## src/rtl/obj_sprite_engine.sv

```systemverilog
// Runtime-configurable sprite slots with double-buffered config, committed at frame start.
// Two-stage pipeline: per-slot hit/offset capture, then priority select and sheet address.
module obj_sprite_engine #(
    parameter int N_OBJ        = 4,
    parameter int OBJ_W        = 10,
    parameter int OBJ_H        = 10,
    parameter int SHEET_W      = 360,
    parameter int SHEET_SIZE   = 86400,
    parameter int ADDR_W       = 17,
    parameter int BLINK_FRAMES = 16,
    localparam int IDX_W       = (N_OBJ > 1) ? $clog2(N_OBJ) : 1
) (
    input  logic              clk,
    input  logic              rst_n,
    input  logic [9:0]        h_cnt,
    input  logic [9:0]        v_cnt,
    input  logic              cfg_we,
    input  logic [IDX_W-1:0]  cfg_idx,
    input  logic              cfg_en,
    input  logic              cfg_blink,
    input  logic [8:0]        cfg_x,
    input  logic [8:0]        cfg_y,
    input  logic [8:0]        cfg_sx,
    input  logic [8:0]        cfg_sy,
    output logic              frame_start,
    output logic [ADDR_W-1:0] pixel_addr,
    output logic              isObject,
    output logic [IDX_W-1:0]  obj_id
);

    localparam int FCNT_W = (BLINK_FRAMES > 1) ? $clog2(BLINK_FRAMES) : 1;

    logic [9:0] w_x;
    logic [9:0] w_y;
    logic       w_fs_raw;
    logic       w_idx_ok;

    logic       r_fs_prev;
    logic [FCNT_W-1:0] r_fcnt;
    logic       r_phase;

    logic       r_sh_en    [N_OBJ];
    logic       r_sh_blink [N_OBJ];
    logic [8:0] r_sh_x     [N_OBJ];
    logic [8:0] r_sh_y     [N_OBJ];
    logic [8:0] r_sh_sx    [N_OBJ];
    logic [8:0] r_sh_sy    [N_OBJ];

    logic       r_act_en    [N_OBJ];
    logic       r_act_blink [N_OBJ];
    logic [8:0] r_act_x     [N_OBJ];
    logic [8:0] r_act_y     [N_OBJ];
    logic [8:0] r_act_sx    [N_OBJ];
    logic [8:0] r_act_sy    [N_OBJ];

    logic       w_hit [N_OBJ];
    logic [9:0] w_row [N_OBJ];
    logic [9:0] w_col [N_OBJ];
    logic       r_hit [N_OBJ];
    logic [9:0] r_row [N_OBJ];
    logic [9:0] r_col [N_OBJ];

    logic             w_sel_hit;
    logic [IDX_W-1:0] w_sel_id;
    logic [9:0]       w_sel_row;
    logic [9:0]       w_sel_col;
    logic [31:0]      w_addr_full;
    logic [31:0]      w_addr_wrap;

    assign w_x      = h_cnt >> 1;
    assign w_y      = v_cnt >> 1;
    assign w_fs_raw = (h_cnt == '0) && (v_cnt == '0);
    assign w_idx_ok = int'(cfg_idx) < N_OBJ;

    // Commit copies the shadow value held before this edge, so a same-cycle write waits a frame.
    always_ff @(posedge clk or negedge rst_n) begin
        if (!rst_n) begin
            r_fs_prev   <= 1'b0;
            frame_start <= 1'b0;
            r_fcnt      <= '0;
            r_phase     <= 1'b0;
            for (int unsigned i = 0; i < N_OBJ; i++) begin
                r_sh_en[i]     <= 1'b0;
                r_sh_blink[i]  <= 1'b0;
                r_sh_x[i]      <= '0;
                r_sh_y[i]      <= '0;
                r_sh_sx[i]     <= '0;
                r_sh_sy[i]     <= '0;
                r_act_en[i]    <= 1'b0;
                r_act_blink[i] <= 1'b0;
                r_act_x[i]     <= '0;
                r_act_y[i]     <= '0;
                r_act_sx[i]    <= '0;
                r_act_sy[i]    <= '0;
            end
        end else begin
            r_fs_prev   <= w_fs_raw;
            frame_start <= w_fs_raw & ~r_fs_prev;
            if (frame_start) begin
                for (int unsigned i = 0; i < N_OBJ; i++) begin
                    r_act_en[i]    <= r_sh_en[i];
                    r_act_blink[i] <= r_sh_blink[i];
                    r_act_x[i]     <= r_sh_x[i];
                    r_act_y[i]     <= r_sh_y[i];
                    r_act_sx[i]    <= r_sh_sx[i];
                    r_act_sy[i]    <= r_sh_sy[i];
                end
                if (r_fcnt == FCNT_W'(BLINK_FRAMES - 1)) begin
                    r_fcnt  <= '0;
                    r_phase <= ~r_phase;
                end else begin
                    r_fcnt <= r_fcnt + 1'b1;
                end
            end
            if (cfg_we && w_idx_ok) begin
                r_sh_en[cfg_idx]    <= cfg_en;
                r_sh_blink[cfg_idx] <= cfg_blink;
                r_sh_x[cfg_idx]     <= cfg_x;
                r_sh_y[cfg_idx]     <= cfg_y;
                r_sh_sx[cfg_idx]    <= cfg_sx;
                r_sh_sy[cfg_idx]    <= cfg_sy;
            end
        end
    end

    // Row/column offsets wrap in 10 bits but are only consumed when the slot hits.
    always_comb begin
        for (int unsigned i = 0; i < N_OBJ; i++) begin
            w_hit[i] = r_act_en[i] && !(r_act_blink[i] && r_phase)
                    && (w_x >= {1'b0, r_act_x[i]}) && (w_x < {1'b0, r_act_x[i]} + 10'(OBJ_W))
                    && (w_y >= {1'b0, r_act_y[i]}) && (w_y < {1'b0, r_act_y[i]} + 10'(OBJ_H));
            w_row[i] = {1'b0, r_act_sy[i]} + (w_y - {1'b0, r_act_y[i]});
            w_col[i] = {1'b0, r_act_sx[i]} + (w_x - {1'b0, r_act_x[i]});
        end
    end

    always_ff @(posedge clk or negedge rst_n) begin
        if (!rst_n) begin
            for (int unsigned i = 0; i < N_OBJ; i++) begin
                r_hit[i] <= 1'b0;
                r_row[i] <= '0;
                r_col[i] <= '0;
            end
        end else begin
            for (int unsigned i = 0; i < N_OBJ; i++) begin
                r_hit[i] <= w_hit[i];
                r_row[i] <= w_row[i];
                r_col[i] <= w_col[i];
            end
        end
    end

    always_comb begin
        w_sel_hit = 1'b0;
        w_sel_id  = '0;
        w_sel_row = '0;
        w_sel_col = '0;
        for (int unsigned i = 0; i < N_OBJ; i++) begin
            if (r_hit[i] && !w_sel_hit) begin
                w_sel_hit = 1'b1;
                w_sel_id  = IDX_W'(i);
                w_sel_row = r_row[i];
                w_sel_col = r_col[i];
            end
        end
        w_addr_full = 32'(w_sel_row) * 32'(SHEET_W) + 32'(w_sel_col);
        w_addr_wrap = (w_addr_full >= 32'(SHEET_SIZE)) ? (w_addr_full - 32'(SHEET_SIZE)) : w_addr_full;
    end

    always_ff @(posedge clk or negedge rst_n) begin
        if (!rst_n) begin
            isObject   <= 1'b0;
            pixel_addr <= '0;
            obj_id     <= '0;
        end else begin
            isObject   <= w_sel_hit;
            pixel_addr <= w_sel_hit ? ADDR_W'(w_addr_wrap) : '0;
            obj_id     <= w_sel_id;
        end
    end

endmodule

```

## config.mk

```make
export PLATFORM = sky130hd
export DESIGN_NAME = obj_sprite_engine
export DESIGN_NICKNAME = d
export VERILOG_FILES = /design/src/rtl/obj_sprite_engine.sv
export SDC_FILE = /design/constraint.sdc
export NUM_CORES = 1
export LEC_CHECK = 0
export ABC_AREA = 1
export CELL_PAD_IN_SITES_DETAIL_PLACEMENT = 0
export CELL_PAD_IN_SITES_GLOBAL_PLACEMENT = 1
export CORE_UTILIZATION = 44
export DETAILED_ROUTE_END_ITERATION = 8
export PLACE_DENSITY = 0.77
export SYNTH_ARGS = -nofsm -noshare
export SYNTH_HDL_FRONTEND = slang
export SYNTH_SLANG_ARGS = --single-unit
```

## constraint.sdc

```tcl
create_clock -name clk -period 4.7 [get_ports clk]
set_input_delay 0.705 -clock clk [delete_from_list [all_inputs] [get_ports clk]]
set_output_delay 0.705 -clock clk [all_outputs]
set_load 0.01 [all_outputs]
```

Word-level counts from Yosys, hierarchy flattened:

Index checks and enable logic that the tools add are counted.

* add/subtract/negate cells: 27
* order comparisons: 19
* bitwise gates (word level): 4
* multiply operators: 1
* equality and inequality tests: 1
* reduce and logical (&&, ||, !) cells: 39
* multiplexer cells: 28

Operator list (count)
* $bwmux W36: 4
* $add A9 B10 Y10: 8
* $add A9 B4 Y10 const B: 8
* $lt A9 B10 Y1: 8
* $mux W10: 8
* $sub A9 B9 Y10: 8
* $ge A9 B9 Y1: 8
* $mux W17: 2
* $logic_and A1 B1 Y1: 29
* $add A19 B10 Y20: 1
* $ge A20 B17 Y1 const B: 1
* $logic_not A10 Y1: 2
* $demux W9 S2: 1
* $sub A17 B17 Y17 const B: 1
* $mul A10 B6 Y16 const B: 1
* $mux W9: 1
* $bwmux W4: 2
* $logic_not A1 Y1: 7
* $mux W1: 6
* $add A4 B1 Y4 const B: 1
* $eq A4 B4 Y1 const B: 1
* $mux W2: 2
* $mux W4: 1
* $ge A3 B3 Y1 const B: 1
* 6 further kinds: 7

* output and inout port bits: 21
* bits of input ports: 63
* register bits after elaboration: 415

Longest topological paths before layout:

Gate-level depths: netlist of the first run.

* depth in word-level cells: 15
* mapped depth: 33
* gate-level depth less buffers: 32

Least setup slack after synthesis of the first run:

Ideal clock, no wire load.

* path type: reg2reg
* start point: register r_hit[3] (netlist name)
* end point: register pixel_addr[8]
* path buffers: 2
* data required time: 4.583 ns
* cell stages (with the launch flop): 29
* setup time: 0.117 ns
* arrival: 4.776 ns
* path slack: -0.193 ns
* cells stage by stage: dfrtp_1 -> nor2_1 -> nand2_1 -> nor2_1 -> clkbuf_1 -> buf_1 -> nand2_1 -> nand4_1 -> ha_1 -> ha_1 -> inv_1 -> fa_1 -> inv_1 -> ha_1 -> xnor2_1 -> ha_1 -> nand2_1 -> nor2_1 -> nand2_1 -> nand2_1 -> nand3_4 -> nor2_4 -> nand2_4 -> nor2_8 -> nand4_4 -> a21oi_4 -> nand2_4 -> nor2_1 -> nor2_1

* word-level cells in the longest chain between the ends: 15
* elaborated cells between the ends (all ways): 24
* classes of those cells: 2 x add/sub; 1 x mul; 1 x order compare; 14 x mux; 6 x reduce/logical

RTL lines
* start, declared: RTL line 59 `logic r_hit [N_OBJ];`
* start signal, assigned by index: RTL line 146 `r_hit[i] <= w_hit[i];`
* $mux W1: RTL line 159 `if (r_hit[i] && !w_sel_hit) begin`
* $logic_not A1 Y1: RTL line 159
* $logic_and A1 B1 Y1: RTL line 159
* $mux W1: RTL line 159
* $logic_not A1 Y1: RTL line 159
* $logic_and A1 B1 Y1: RTL line 159
* $mux W1: RTL line 159
* $logic_not A1 Y1: RTL line 159
* $logic_and A1 B1 Y1: RTL line 159
* $mux W10: RTL line 159
* $mul A10 B6 Y16: RTL line 166 `w_addr_full = 32'(w_sel_row) * 32'(SHEET_W) + 32'(w_sel_col);`
* $add A19 B10 Y20: RTL line 166
* $sub A17 B17 Y17 / $ge A20 B17 Y1 (equally long branches): RTL line 167 `w_addr_wrap = (w_addr_full >= 32'(SHEET_SIZE)) ? (w_addr_full - 32'(SHEET_SIZE)) : w_addr_full;`
* $mux W17: RTL line 167
* $mux W17 (*): RTL line 177 `pixel_addr <= w_sel_hit ? ADDR_W'(w_addr_wrap) : '0;`
* end signal, assigned: RTL line 177
* end, declared: RTL line 26 `output logic [ADDR_W-1:0] pixel_addr,`

Every way passes the cells marked *; elsewhere a longest branch is shown, timed or not.
A chain may end at the register's enable or synchronous reset.

Worst setup path in the final report of the first run:

* start point: register r_hit[3] (netlist name)
* end point: register pixel_addr[10]

The elaborated chain is that of the path after synthesis.

==> results of run 1 <==
## registers in the layout, summed over array words and instances, names as in the netlist, 36 cells and up
name / count
r_col: 40
r_row: 40
r_act_sx: 36
r_act_sy: 36
r_act_x: 36
r_act_y: 36
r_sh_sx: 36
r_sh_sy: 36
r_sh_x: 36
r_sh_y: 36
## final cells by class
cell class                      count  share of cell area [%]
Clock inverter                     21                   0.878
Timing Repair Buffer              193                    5.91
Sequential cell                   415                    35.6
Antenna cell                        2                  0.0171
Multi-Input combinational cell   1852                    43.6
Clock buffer                       59                    4.35
Inverter                          501                    6.44
Tap cell                          756                    3.24
## metrics by stage
stage | setup TNS (ns) | total power (W) | hold slack [ns] | utilization, % | cells
after floorplan | 0 | 0.00464 | 0.378 | - | 2840
after global placement | -1.05 | 0.00504 | 0.379 | 48.5 | 3686
after detailed placement | -1.73 | 0.00507 | 0.381 | 48.5 | 3686
after CTS | -0.136 | 0.00880 | 0.249 | 51.7 | 3793
final | 0 | 0.00871 | 0.216 | 51.9 | 3799
after global routing | -2.97 | 0.00912 | 0.284 | 51.9 | 3797
## cell usage in the layout, fill, tap and decap left out, drive strengths merged, types with 2 or more instances in the layout
cell type,n
o21ai,334
inv,502
clkinv,9
clkinvlp,6
nand3b,3
or2,2
xnor2,22
bufinv,5
fa,86
nand2,615
clkbuf,59
a21oi,124
o31ai,3
diode,2
ha,260
xor2,107
a211oi,5
a31o,2
nor4,5
dfrtp,415
o21a,4
buf,111
a22oi,6
clkdlybuf4s50,82
nand3,94
o211ai,10
nor2,99
nand4,30
o21bai,9
a21boi,2
o2111ai,3
nor3,18
## layer usage
layer / vias up / routed length, um
li1: 9375 / -
met1: 9280 / 29400
met2: 333 / 33300
met3: 111 / 2980
met4: 0 / 2580
met5: - / 0
## worst max-delay path, delay by kind of cell (launching register included)
kind	cells	cell delay, ns
flops	1	0.40
simple gates	13	1.15
compound gates	3	0.54
buf+inv	9	0.89
fa+ha+maj	4	1.61
## final timing paths
kind / start / endpoint / slack (ns)
hold reg to reg: r_fs_prev$_DFF_PN0_ / frame_start$_DFF_PN0_ / 0.41
min in group clk: r_fs_prev$_DFF_PN0_ / frame_start$_DFF_PN0_ / 0.41
setup reg to reg: r_hit[3]$_DFF_PN0_ / pixel_addr[10]$_DFF_PN0_ / 0.02
max in group asynchronous: rst_n / pixel_addr[7]$_DFF_PN0_ / 3.24
hold / removal: rst_n / r_sh_sx[10]$_DFFE_PN0P_ / 0.22
setup / recovery: r_hit[3]$_DFF_PN0_ / pixel_addr[10]$_DFF_PN0_ / 0.02
## logic make-up after synthesis
group / after synthesis / synth area share (%)
buffers and inverters: 575 / 8.62
AO/OA/AOI/OAI: 509 / 10.8
flip-flops: 415 / 41.5
AND/OR/NAND/NOR: 866 / 14.7
XOR/XNOR: 129 / 4.57
adder cells (fa/ha/maj): 346 / 19.9
## report_power, final
part | switching (W) | total (W) | leakage (nW) | internal (W)
combinational | 0.000580 | 0.000944 | 8.48 | 0.000364
clock | 0.00152 | 0.00370 | 0.735 | 0.00218
sequential | 0.000165 | 0.00406 | 5.38 | 0.00390
total | 0.00226 | 0.00871 | 14.6 | 0.00645
## repair_timing
action / in CTS / in global routing
pin swaps: 20 / 22
cloned: 2 / 0
endpoints found under the setup margin: 10 / 14
buffers inserted: 25 / 4
resized for setup: 22 / 27
==> key figures, run 1 <==
Die
  • Number of rows in the core area: 87
  • Top-level port count: 84
  • Full die area: 57900 um2
  • Total core area: 56300 um2
  • Starting utilization of the core area: 44.5%
  • Vertical die dimension: 241 um
  • Horizontal die dimension: 241 um

Synthesis
  • Async set-or-reset flop fraction in the synthesized netlist: 100%
  • Sequential fraction of the synthesis area: 41.5%
  • Synthesized netlist net count: 3249
  • Portion of synthesized cell area occupied by the leading cell type: 41.5%
  • Predominant post-synthesis flop cell: sky130_fd_sc_hd__dfrtp_1
  • Most used standard cells in the synthesized netlist: 598 x sky130_fd_sc_hd__nand2_1, 493 x sky130_fd_sc_hd__inv_1, 415 x sky130_fd_sc_hd__dfrtp_1
  • Synthesis Warnings: 0
  • Number of different library cells in the post-synthesis netlist: 49
  • Most area-consuming cells after synthesis: sky130_fd_sc_hd__dfrtp_1 41%, sky130_fd_sc_hd__ha_1 13%, sky130_fd_sc_hd__nand2_1 9.0%, sky130_fd_sc_hd__inv_1 7.4%, sky130_fd_sc_hd__fa_1 6.9%
  • Register bit total from synthesis: 415
  • Library cell occupying the most area in the post-synthesis netlist: sky130_fd_sc_hd__dfrtp_1
  • Number of standard cells after synthesis: 2840
  • Avg Cell Area, Syn: 8.82 um2
  • Most instantiated library cell after synthesis: sky130_fd_sc_hd__nand2_1
  • Post-synth EDFFs: 0
  • Post-synth design cell area: 25100 um2

Timing
  • Crit share post-route: 99.6%
  • Worst-case clock skew: 0.0259 ns
  • Setup repair after global routing missed its margin: yes
  • Max Freq: 214 MHz
  • Final worst setup slack: 0.0206 ns
  • Number of failing setup endpoints in the final timing report: 0
  • Time the final worst path needs with I/O delays and setup: 4.68 ns
  • Max-slew headroom at the worst pin: 33.7%
  • Transition time at the pin with the least slew margin: 0.995 ns
  • Max-slew violations: 0
  • Final hold violation count: 0

GRT
  • Number of global-route vias before repair: 20014
  • Antenna violations before repair: 3
  • Met2 track demand over resource in global routing: 43.0%
  • Pin count of the biggest net entering global routing: 121
  • Overall Global Routing Usage: 24.8%
  • Busiest layer in global routing: met2
  • Total grt overflow: 0
  • Wire length of the first global-routing pass: 109000 um
  • Met3 Resource Use GR: 3.96%
  • Met1 usage: 30.8%

CTS
  • Hold-fix buffers at CTS: 0
  • Clock tree buffer depth: 3
  • Clock root buffer: sky130_fd_sc_hd__clkbuf_16
  • Worst-path clk slew: 0.06 ns
  • Num CTS Buffers: 47
  • Worst skew pair latency: 0.59 ns
  • TritonCTS clock tree: done
  • H-tree level count: 2
  • # clock sinks: 415

Layout
  • Area of the multi-input gates: 12700 um2
  • # nets final: 3419
  • Layout fillers: 5269
  • Final instance area: 29200 um2
  • Layout cell share with drive strength beyond 1: 9.11%
  • Reg area: 10400 um2
  • Area added between synthesis and finish: 16.7%

Flow run
  • Number of max-cap violations: 0

Route
  • Antenna Violating Nets Remaining: 0
  • DR DRC count: 4
  • Via-per-instance ratio: 5.03
  • Number of DRC markers after the initial detailed-route iteration: 1150
  • Via Count: 19099
  • DR WL/cell: 18.0 um
  • First-pass DRT Iterations: 9
  • Final wirelength: 68200 um

Worst setup path
  • Critical Path Sink Type: flop
  • Largest stage delay on the critical path: 0.52 ns
  • Data required time of the critical path: 5.20 ns
  • Type of the worst setup path: flop to flop
  • Maximum net fanout on the critical path: 11
  • Startpoint class of the critical path: flop
  • Reg2Reg Depth: 29
  • Most Frequent Cell on Critical Path: sky130_fd_sc_hd__nand2_1
  • Cell with the largest stage delay on the worst path: sky130_fd_sc_hd__fa_1
  • Crit path arrival time: 5.18 ns

Power
  • Leak Pwr: 14.6 nW
  • IR Drop Worst-Case VDD: 0.000281 V
  • Power per Cell Area: 298 nW/um2

Placed design
  • # port buffers: 83
  • DP Wirelength: 51000 um
  • Post-place instance area: 27300 um2
  • Worst-case setup slack after placement: -0.194 ns
  • Last weighted congestion value of the routability-driven placer: 0.894

Hold path
  • Type of the worst min-delay path: input port to asynchronous set/reset pin

Outcome
  • Violations in the final reports: design-rule violations
  • Run status: finished with violations
Note: power is estimated with default switching activity, not from simulation.
==> inputs of run 2 (changes only) <==
==> config.mk (replaced) <==
export PLATFORM = sky130hd
export DESIGN_NAME = obj_sprite_engine
export DESIGN_NICKNAME = d
export VERILOG_FILES = /design/src/rtl/obj_sprite_engine.sv
export SDC_FILE = /design/constraint.sdc
export NUM_CORES = 1
export LEC_CHECK = 0
export ABC_AREA = 1
export CELL_PAD_IN_SITES_DETAIL_PLACEMENT = 2
export CELL_PAD_IN_SITES_GLOBAL_PLACEMENT = 2
export CORE_UTILIZATION = 35
export DETAILED_ROUTE_END_ITERATION = 8
export PLACE_DENSITY = 0.75
export SYNTH_ARGS = -nofsm -noshare
export SYNTH_HDL_FRONTEND = slang
export SYNTH_SLANG_ARGS = --single-unit
==> constraint.sdc (replaced) <==
create_clock -name clk -period 4 [get_ports clk]
set_input_delay 0.6 -clock clk [delete_from_list [all_inputs] [get_ports clk]]
set_output_delay 0.6 -clock clk [all_outputs]
set_load 0.01 [all_outputs]
==> run 2 against run 1 <==
  * The run ends with max-slew violations, negative setup slack left
  * Global-route usage decreased by 0.61 points
  * Total power up 27%
  * Critical path depth up 2
  * Clock power rose by 36%
  * Largest power group is now the clock network
  * Highest routed layer is now met5
==> key figures, run 2 (same netlist as run 1, synthesis figures left out) <==
Outcome
  • Run status: finished with violations
  • Violations in the final reports: max-slew violations, negative setup slack

Power
  • Net Switching: 0.00291 W
  • Part of the power in registers: 43.4%
  • IR Drop Worst-Case VDD: 0.000265 V
  • Sw Ratio: 26.4%
  • Total power draw: 0.0110 W
  • P_int: 0.00812 W
  • Clock network power share: 45.7%
  • Comb power frac: 10.9%
  • Leak Pwr: 14.9 nW
  • Power per Cell Area: 364 nW/um2

CTS
  • Hold-fix buffers at CTS: 0
  • # clock sinks: 415
  • Worst-path clk slew: 0.06 ns
  • Clock tree buffer depth: 3
  • Clock root buffer: sky130_fd_sc_hd__clkbuf_16
  • Worst skew pair latency: 0.61 ns
  • TritonCTS clock tree: done
  • Num CTS Buffers: 51
  • H-tree level count: 2

Worst setup path
  • Largest stage delay on the critical path: 0.40 ns
  • Cell with the largest stage delay on the worst path: sky130_fd_sc_hd__dfrtp_1
  • Critical Path Sink Type: flop
  • Type of the worst setup path: flop to flop
  • Data required time of the critical path: 4.53 ns
  • Maximum net fanout on the critical path: 7
  • Reg2Reg Depth: 31
  • Launching point of the worst reg2reg path: r_hit[3]$_DFF_PN0_
  • Crit path arrival time: 5.62 ns
  • Reg-to-reg slack, setup: -1.09 ns
  • Startpoint class of the critical path: flop
  • Most Frequent Cell on Critical Path: sky130_fd_sc_hd__nand2_2
  • Reg2Reg Capture Point: pixel_addr[15]$_DFF_PN0_

Layout
  • Regs by FF count: r_col x40, r_row x40
  • Area added between synthesis and finish: 20.9%
  • # nets final: 3445
  • Final instance area: 30300 um2
  • Layout cell share with drive strength beyond 1: 12.0%
  • Final standard cell utilization of the core: 43.0%
  • Highest-count cells in the layout ignoring fill and taps: 561 x sky130_fd_sc_hd__nand2_1, 481 x sky130_fd_sc_hd__inv_1, 414 x sky130_fd_sc_hd__dfrtp_1
  • Most common library cell in the layout ignoring fill and taps: sky130_fd_sc_hd__nand2_1

Hold path
  • Type of the worst min-delay path: input port to asynchronous set/reset pin

Route
  • DR WL/cell: 21.6 um
  • First-pass DRT Iterations: 5
  • Final wirelength: 86800 um
  • Via Count: 20192
  • Antenna Violating Nets Remaining: 0
  • Via-per-instance ratio: 5.03
  • Number of DRC markers after the initial detailed-route iteration: 932
  • DR DRC count: 0

Timing
  • Crit share post-route: 127%
  • Transition time at the pin with the least slew margin: 1.63 ns
  • Final worst setup slack: -1.09 ns
  • Setup repair after global routing missed its margin: yes
  • Worst-case clock skew: 0.0180 ns
  • Number of failing setup endpoints in the final timing report: 10
  • Final hold slack: 0.0241 ns
  • Final hold violation count: 0
  • Time the final worst path needs with I/O delays and setup: 5.09 ns
  • Max Freq: 197 MHz
  • Max-slew violations: 137
  • Max-slew headroom at the worst pin: -8.46%

Die
  • Total core area: 70400 um2
  • Number of rows in the core area: 97
  • Horizontal die dimension: 270 um
  • Starting utilization of the core area: 35.6%
  • Full die area: 72600 um2
  • Vertical die dimension: 270 um
  • Top-level port count: 84

GRT
  • Number of global-route vias before repair: 23382
  • Antenna violations before repair: 2
  • Total grt overflow: 0
  • Overall Global Routing Usage: 24.2%
  • Wire length of the first global-routing pass: 137000 um
  • Pin count of the biggest net entering global routing: 265

Placed design
  • Worst-case setup slack after placement: -1.31 ns
  • # port buffers: 83
  • Last weighted congestion value of the routability-driven placer: 0.844
  • DP Wirelength: 63700 um
  • Post-place instance area: 27700 um2

Flow run
  • Number of max-cap violations: 0
-- run 2: changes by cell type in the layout (fill, tap and decap cells not counted), moves of 4 or more --
cell / change
sky130_fd_sc_hd__nand2_1: -22
sky130_fd_sc_hd__nand3_2: +12
sky130_fd_sc_hd__ha_1: -6
sky130_fd_sc_hd__nor2_2: +8
sky130_fd_sc_hd__ha_4: +7
sky130_fd_sc_hd__buf_4: +16
sky130_fd_sc_hd__buf_6: +4
sky130_fd_sc_hd__nand2_2: +14
sky130_fd_sc_hd__nor2_1: -10
sky130_fd_sc_hd__clkbuf_16: +6
sky130_fd_sc_hd__nand3_1: -9
sky130_fd_sc_hd__inv_1: -4
sky130_fd_sc_hd__nand2_4: +5
-- run 2: routing by layer --
metal | vias up | track usage, % | wire length [um]
li1 | 9412 | - | -
met1 | 10473 | 33.0 | 40800
met5 | - | 0 | 13
met4 | 2 | 4.86 | 1650
met2 | 203 | 41.4 | 42100
met3 | 102 | 2.50 | 2160
-- run 2: cell type report --
cell class	instances	area [um2]
antenna	1	2.50
clock buffer	69	1470
clock inverter	25	358
fill	7656	40100
inverter	501	1880
multi-input combinational	1852	13100
sequential	415	10400
tap	940	1180
timing repair buffer	215	1930
-- run 2: metrics by stage --
| step | TNS (ns) | instances |
|---|---|---|
| finish | -10.62 | 4018 |
| floorplan | -5.89 | 2840 |
| CTS | -8.65 | 4013 |
| detailed placement | -12.66 | 3896 |
| global route | -13.11 | 4017 |
| global placement | -8.66 | 3896 |
-- run 2: repair_timing --
action / in CTS / in global routing
resized for setup: 59 / 62
pin swaps: 54 / 57
cloned: 3 / 0
setup endpoints to repair: 10 / 10
buffers inserted: 21 / 6
-- run 2: worst max path at each step --
stage,from,endpoint
floorplan,r_hit[3]$_DFF_PN0_,pixel_addr[7]$_DFF_PN0_
global placement,r_hit[3]$_DFF_PN0_,pixel_addr[8]$_DFF_PN0_
detailed placement,r_hit[3]$_DFF_PN0_,pixel_addr[12]$_DFF_PN0_
CTS,r_hit[2]$_DFF_PN0_,pixel_addr[11]$_DFF_PN0_
global route,r_hit[3]$_DFF_PN0_,pixel_addr[15]$_DFF_PN0_
finish,r_hit[3]$_DFF_PN0_,pixel_addr[15]$_DFF_PN0_
-- run 2: worst max-delay path, delay by kind of cell, from the launching register on --
kind                     cells  cell delay, ns
XOR/XNOR                     2            0.38
AND/OR/NAND/NOR             15            1.60
AO/OA/AOI/OAI                3            0.53
buffers and inverters        6            0.52
flip-flops                   1            0.40
adder cells (fa/ha/maj)      5            1.57
-- run 2: power by group through the flow --
stage          combinational, W  clock (W)  sequential, W
2_1_floorplan          0.000678          0        0.00477
3_3_place_gp            0.00111          0        0.00483
3_5_place_dp            0.00120          0        0.00485
4_1_cts                 0.00123    0.00515        0.00478
5_1_grt                 0.00137    0.00530        0.00482
6_report                0.00120    0.00504        0.00479
